File: src/rtl/extend_unit.sv
// extend_unit: immediate/shift-amount extender with a DEPTH-entry output FIFO.
// Ports: CLK/RST (async active-high); in_valid/in_ready/in_data/in_mode accept raw fields;
// out_valid/out_ready/out_data/out_err present the buffered head; err_cnt counts illegal modes.
module extend_unit #(
  parameter int IN_W     = 16,
  parameter int OUT_W    = 32,
  parameter int SHAMT_HI = 15,
  parameter int SHAMT_W  = 5,
  parameter int DEPTH    = 2
) (
  input  logic             CLK,
  input  logic             RST,
  input  logic             in_valid,
  output logic             in_ready,
  input  logic [IN_W-1:0]  in_data,
  input  logic [2:0]       in_mode,
  output logic             out_valid,
  input  logic             out_ready,
  output logic [OUT_W-1:0] out_data,
  output logic             out_err,
  output logic [7:0]       err_cnt
);
  localparam int AW = $clog2(DEPTH);
  localparam logic [AW:0] FULL = (AW+1)'(DEPTH);
  logic [OUT_W:0] mem [DEPTH];
  logic [AW-1:0] wr, rd;
  logic [AW:0] cnt;
  logic en, push, pop, bad;
  logic [OUT_W-1:0] zx, sx, res;
  assign zx = OUT_W'(in_data);
  assign sx = {{(OUT_W-IN_W){in_data[IN_W-1]}}, in_data};
  assign bad = in_mode[2] & in_mode[1];
  // shifts by 2 only drop sign/zero copies since OUT_W >= IN_W+2
  always_comb
    res = in_mode == 3'd0 ? OUT_W'(in_data[SHAMT_HI -: SHAMT_W]) :
          in_mode == 3'd1 ? zx :
          in_mode == 3'd2 ? sx :
          in_mode == 3'd3 ? {in_data, {(OUT_W-IN_W){1'b0}}} :
          in_mode == 3'd4 ? sx << 2 :
          in_mode == 3'd5 ? zx << 2 : '0;
  // en keeps in_ready low until the first edge after reset releases
  assign in_ready = en && cnt != FULL;
  assign out_valid = cnt != '0;
  assign push = in_valid && in_ready;
  assign pop = out_valid && out_ready;
  assign {out_err, out_data} = mem[rd];
  always_ff @(posedge CLK or posedge RST) begin
    if (RST) begin
      for (int i = 0; i < DEPTH; i++) mem[i] <= '0;
      wr <= '0;
      rd <= '0;
      cnt <= '0;
      en <= 1'b0;
      err_cnt <= '0;
    end else begin
      en <= 1'b1;
      if (push) begin
        mem[wr] <= {bad, res};
        wr <= wr + 1'b1;
      end
      if (pop) rd <= rd + 1'b1;
      cnt <= cnt + (AW+1)'(push) - (AW+1)'(pop);
      if (push && bad && err_cnt != 8'hFF) err_cnt <= err_cnt + 8'd1;
    end
  end
endmodule

File: config.mk
export PLATFORM = sky130hd
export DESIGN_NAME = extend_unit
export DESIGN_NICKNAME = d
export VERILOG_FILES = /design/src/rtl/extend_unit.sv
export SDC_FILE = /design/constraint.sdc
export NUM_CORES = 1
export LEC_CHECK = 0
export CAP_MARGIN = 40
export CELL_PAD_IN_SITES_DETAIL_PLACEMENT = 0
export CELL_PAD_IN_SITES_GLOBAL_PLACEMENT = 1
export CORE_MARGIN = 2
export CORE_UTILIZATION = 35
export DETAILED_ROUTE_END_ITERATION = 6
export PLACE_DENSITY = 0.83
export SLEW_MARGIN = 20
export SYNTH_ARGS = -nofsm -noshare
export SYNTH_HDL_FRONTEND = slang
export SYNTH_SLANG_ARGS = --single-unit
File: constraint.sdc
create_clock -name CLK -period 2.7 [get_ports CLK]
set_input_delay 0.81 -clock CLK [delete_from_list [all_inputs] [get_ports CLK]]
set_output_delay 0.81 -clock CLK [all_outputs]
set_load 0.1 [all_outputs]
==> results of run 1 <==
[area by class of cell]
class / instances / area (um2)
Fill cell: 972 / 5633
Sequential cell: 79 / 1977
Multi-Input combinational cell: 246 / 1742
Timing Repair Buffer: 77 / 1096
Tap cell: 140 / 175.2
Clock buffer: 9 / 123.9
Clock inverter: 5 / 27.53
Inverter: 4 / 18.77
[worst max-delay path, cell delays in order, from the launching register on]
cell and delay, ns:
dfrtp_1 0.37, buf_12 0.23, mux2_2 0.41, buf_12 0.18
[registers in the layout, summed over array words and instances, names as in the netlist]
register and count:
cnt 2, en 1, err_cnt 8, mem 66, rd 1, wr 1
[cells by family after synthesis]
kind of cell | Yosys count | synth area share (%)
AO/OA/AOI/OAI | 82 | 12.45
flip-flops | 79 | 51.22
AND/OR/NAND/NOR | 90 | 11.64
buffers and inverters | 27 | 3.728
adder cells (fa/ha/maj) | 3 | 0.9726
XOR/XNOR | 9 | 2.042
multiplexers | 61 | 17.86
other | 1 | 0.09715
[through the flow]
| stage | worst slack (ns) | hold WS (ns) | cell area [um2] | instances |
|---|---|---|---|---|
| after detailed placement | -0.1162 | 0.4652 | 4999 | 545 |
| final | 0.3388 | 0.4760 | 5160 | 560 |
| after floorplan | 0.4564 | 0.4444 | 3864 | 352 |
| after CTS | 0.2525 | 0.4816 | 5150 | 559 |
| after global placement | -0.09583 | 0.4564 | 4999 | 545 |
| after global routing | 0.2664 | 0.5045 | 5160 | 560 |
[synthesized netlist by cell type (2+ instances only)]
library cell and count:
buf_2 10, nor2b_1 2, o22ai_1 2, and3b_1 2, xor2_1 6, a21oi_1 11
inv_1 4, and2_1 2, mux2_1 3, mux2_2 56, clkbuf_1 8, ha_1 3
a22oi_1 13, nand2b_1 3, nand2_1 54, nor2_1 6, dfrtp_1 79, nand3_1 5
nor3_1 3, xnor2_1 3, o21ai_1 12, a21o_1 4, o21ai_0 35, buf_4 3
[per-layer routing]
layer | vias up | GRT usage (%) | share of wire, %
met5 | - | 0 | 0
met2 | 101 | 25.02 | 48
met4 | 0 | 4.396 | 0.78
met1 | 1385 | 22.46 | 45
met3 | 5 | 5.380 | 6.5
li1 | 1370 | - | -
[worst max-delay path by stage]
stage,from,endpoint,depth (start not counted),slack [ns]
floorplan,err_cnt[0],err_cnt[1],5,0.46
global route,rd,out_data[15],3,0.27
finish,rd,out_data[15],3,0.34
detailed placement,in_mode[1],mem[12],5,-0.12
CTS,in_mode[1],mem[12],5,0.25
global placement,in_mode[1],mem[8],5,-0.1
==> impl_metrics.yaml, run 1 <==
die:
  start_util_pct: 35.76
  die_y_um: 109.0
  die_w_um: 109.0
  io_pins: 66
  coreArea_um2: 10790
  rows: 38
  dieArea_um2: 11880
synth:
  synth_top_area_share_pct: 51.22
  syn-mean-instance-area_um2: 10.97
  synth_edf_count: 0
  synthTopCellsByArea: "dfrtp_1 (51%), mux2_2 (16%), nand2_1 (5.3%), o21ai_0 (4.5%), a22oi_1 (2.5%)"
  yosys_most_used_dff: "dfrtp_1"
  syn_nets: 378
  netlist_area_um2: 3860
  yosysWarnings: 0
  synthDistinctLibCells: 47
  ys_async_sr_fraction_pct: 100.0
  ys_ff_latch: 79
  syn_inst: 352
  synth_top_cell_by_area: "dfrtp_1"
  yosysSeqAreaShare_pct: 51.22
timing:
  finalClockSkew_ns: 0.01615
  fin_tns_setup_ns: 0
  fin_crit_ns: 2.361
  rsz0062_at_grt: "false"
  hold_viol: 0
  drv_slew: 0
  fmax_ghz: 0.4235
  setup_viol: 0
  period_share_pct: 87.45
worst_setup_path:
  r2r_start: "err_cnt[1]"
  cp.required_ns: 1.89
  ff2ff_setup_slack_ns: 0.92
  reg2reg_depth: 5
  crit_fanout: 34
  r2r-end: "err_cnt[1]"
  path_class: "register to output port"
  worstSetupStartpointType: "register"
  endpoint_kind: "output port"
  critPathArrivalTime_ns: 1.55
cts:
  root_buffer: "clkbuf_8"
  clock_latency_ns: 0.36
  clkTransAtPathRegs_ns: 0.07
  hold_buffers: 0
  cts_setup_buffers: 0
  h-tree-depth: 3
  cts.sinks: 79
  cts.repair.resized: 0
  tritoncts: "yes"
  cts_buffer_depth: 2
  cts_buffers: 9
layout:
  final_net_count: 443
  post-route-util_pct: 47.81
  final_cell_mix: "dfrtp_1 (79), mux2_2 (56), nand2_1 (54), buf_12 (37), o21ai_0 (35)"
  area_delta_synth_final_pct: 33.68
  drive_gt1_share_pct: 32.86
  diodes: 0
  layout_commonest_cell: "dfrtp_1"
placement:
  io_buffers: 65
  gp_congestion: 0.8425
  dp_hpwl_um: 6194
min_path:
  worstHoldStart: "mem[5]"
  hold_path_end: "mem[5]"
  min_delay_path_depth: 2
  hp-class: "register to register"
route:
  vias: 2861
  routed_via_density: 5.109
  drcViolationCount: 0
  post_drt_wl_per_cell_um: 15.93
  ant_nets: 0
  routed_wl_um: 8921
  drt-pass1-iter-count: 4
  drt_iter0_markers: 172
global_route:
  overflow: 0
  grt_pass1_vias: 2920
  grtUsageTotal_pct: 16.41
  grt_max_degree: 56
  grt_pass1_wl_um: 14860
  antenna_found_initial: 0
outcome:
  status: "completed"
run:
  maxCapViolations: 0
Power of run 1 is left out: the tool's default activity adds up to more than one toggle a clock period on the data nets, which glitch-free logic cannot reach.
==> run 2: changes to the inputs <==
--- a/config.mk
+++ b/config.mk
@@ -8,10 +8,12 @@
 export CAP_MARGIN = 40
 export CELL_PAD_IN_SITES_DETAIL_PLACEMENT = 0
 export CELL_PAD_IN_SITES_GLOBAL_PLACEMENT = 1
+export CORE_ASPECT_RATIO = 0.6
 export CORE_MARGIN = 2
-export CORE_UTILIZATION = 35
+export CORE_UTILIZATION = 38
 export DETAILED_ROUTE_END_ITERATION = 6
-export PLACE_DENSITY = 0.83
+export MAX_ROUTING_LAYER = met4
+export PLACE_DENSITY = 0.88
 export SLEW_MARGIN = 20
 export SYNTH_ARGS = -nofsm -noshare
 export SYNTH_HDL_FRONTEND = slang
==> impl_metrics.yaml, run 2 (synthesis gave the netlist of run 1 again) <==
timing:
  finalClockSkew_ns: 0.006140
  fmax_ghz: 0.4239
  fin_crit_ns: 2.359
  fin_tns_setup_ns: 0
  drv_slew: 0
  setup_ws_ns: 0.3411
  slew_headroom_pct: 54.64
  setup_viol: 0
  worst_slew_pin_slew_ns: 0.6790
  hold_ws_ns: 0.4758
  rsz0062_at_grt: "false"
  hold_viol: 0
  period_share_pct: 87.36
die:
  dieArea_um2: 11010
  coreArea_um2: 9879
  rows: 28
  start_util_pct: 39.07
  die_y_um: 82.07
  io_pins: 66
  die_w_um: 134.1
route:
  vias: 2875
  post_drt_wl_per_cell_um: 16.41
  met2_length_um: 3988
  drt-met1-wl_um: 4482
  met3_length_um: 618
  ant_nets: 0
  drcViolationCount: 0
  drt_iter0_markers: 218
  drt-pass1-iter-count: 4
  routed_via_density: 5.162
  routed_wl_um: 9143
  top_layer: "met4"
layout:
  reg_top3: "mem: 66 flops, err_cnt: 8 flops, cnt: 2 flops"
  top_register: "mem"
  multi_input_area_um2: 1739
  area_delta_synth_final_pct: 38.28
  final_cell_mix: "dfrtp_1 (79), mux2_2 (56), nand2_1 (54), buf_12 (38), o21ai_0 (35)"
  diodes: 0
  seqCellArea_um2: 1977
  fill_cells: 861
  layout_commonest_cell: "dfrtp_1"
  drive_gt1_share_pct: 32.46
  largest_register_ff_count: 66
  final_net_count: 443
cts:
  cts.repair.resized: 0
  hold_buffers: 0
  cts.sinks: 79
  cts_buffers: 9
  clkTransAtPathRegs_ns: 0.06
  clock_latency_ns: 0.34
  cts_setup_buffers: 0
  root_buffer: "clkbuf_16"
  cts_buffer_depth: 2
  h-tree-depth: 3
  tritoncts: "yes"
worst_setup_path:
  critPathArrivalTime_ns: 1.55
  worstSetupStartpointType: "register"
  endpoint_kind: "output port"
  path_class: "register to output port"
  cp.required_ns: 1.89
  crit_fanout: 34
placement:
  pre_cts_slack_ns: -0.04597
  dp_hpwl_um: 6472
  gp_congestion: 0.8524
  io_buffers: 65
min_path:
  hp-class: "register to register"
outcome:
  status: "completed"
global_route:
  overflow: 0
  grtUsageTotal_pct: 18.93
  grt_max_degree: 57
  grt_pass1_wl_um: 15320
  antenna_found_initial: 0
  grt_pass1_vias: 2860
run:
  maxCapViolations: 0
[run 2: cell types whose count changed in the layout (fill, tap and decap cells not counted)]
| cell | delta |
|---|---|
| clkinv_2 | -3 |
| clkbuf_1 | +2 |
| nor2b_1 | +1 |
| clkbuf_16 | +9 |
| buf_12 | +1 |
| clkbuf_4 | -1 |
| clkbuf_8 | -7 |
| bufinv_16 | +2 |
| nor2b_2 | -1 |
| clkinvlp_4 | -1 |
[run 2: critical path: stages, from the launching register on]
cell and delay, ns:
dfrtp_1 0.37, buf_12 0.24, mux2_2 0.42, buf_12 0.18
[run 2: per-layer routing]
layer	GRT usage (%)	vias up
li1	-	1378
met1	26.83	1393
met2	26.92	99
met3	5.062	5
met4	4.737	0
met5	-	-
[run 2: area by class of cell]
type,count,area share [%]
Inverter,4,0.3516
Clock inverter,3,1.219
Clock buffer,13,4.876
Tap cell,135,3.165
Multi-Input combinational cell,246,32.58
Timing Repair Buffer,77,20.77
Sequential cell,79,37.04
[run 2: worst paths after layout]
path                          from           end  slack (ns)  depth (start not counted)
max                             rd  out_data[16]        0.34                          3
min                        mem[31]       mem[31]        0.48                          2
max reg2reg                 cnt[1]        cnt[1]        0.93                          7
min reg2reg                mem[31]       mem[31]        0.48                          2
max in group asynchronous      RST        cnt[0]        1.23                          3
min in group asynchronous      RST        mem[6]        0.93                          2
[run 2: per-stage QoR]
stage	utilization (%)	cells	area (um2)
3_5_place_dp	50.66	540	5005
6_report	54.03	557	5338
3_3_place_gp	50.66	540	5005
4_1_cts	53.95	556	5330
2_1_floorplan	-	352	3864
5_1_grt	54.03	557	5338
Power of run 2 is left out for the same reason.
==> run 3: changes to the inputs <==
--- a/config.mk
+++ b/config.mk
@@ -11,6 +11,7 @@
 export CORE_ASPECT_RATIO = 0.6
 export CORE_MARGIN = 2
 export CORE_UTILIZATION = 38
+export CTS_CLUSTER_DIAMETER = 60
 export DETAILED_ROUTE_END_ITERATION = 6
 export MAX_ROUTING_LAYER = met4
 export PLACE_DENSITY = 0.88
==> results of run 3 <==
No change in the layout: final DEF, timing and power equal those of run 2.
Power of run 3 is left out for the same reason.
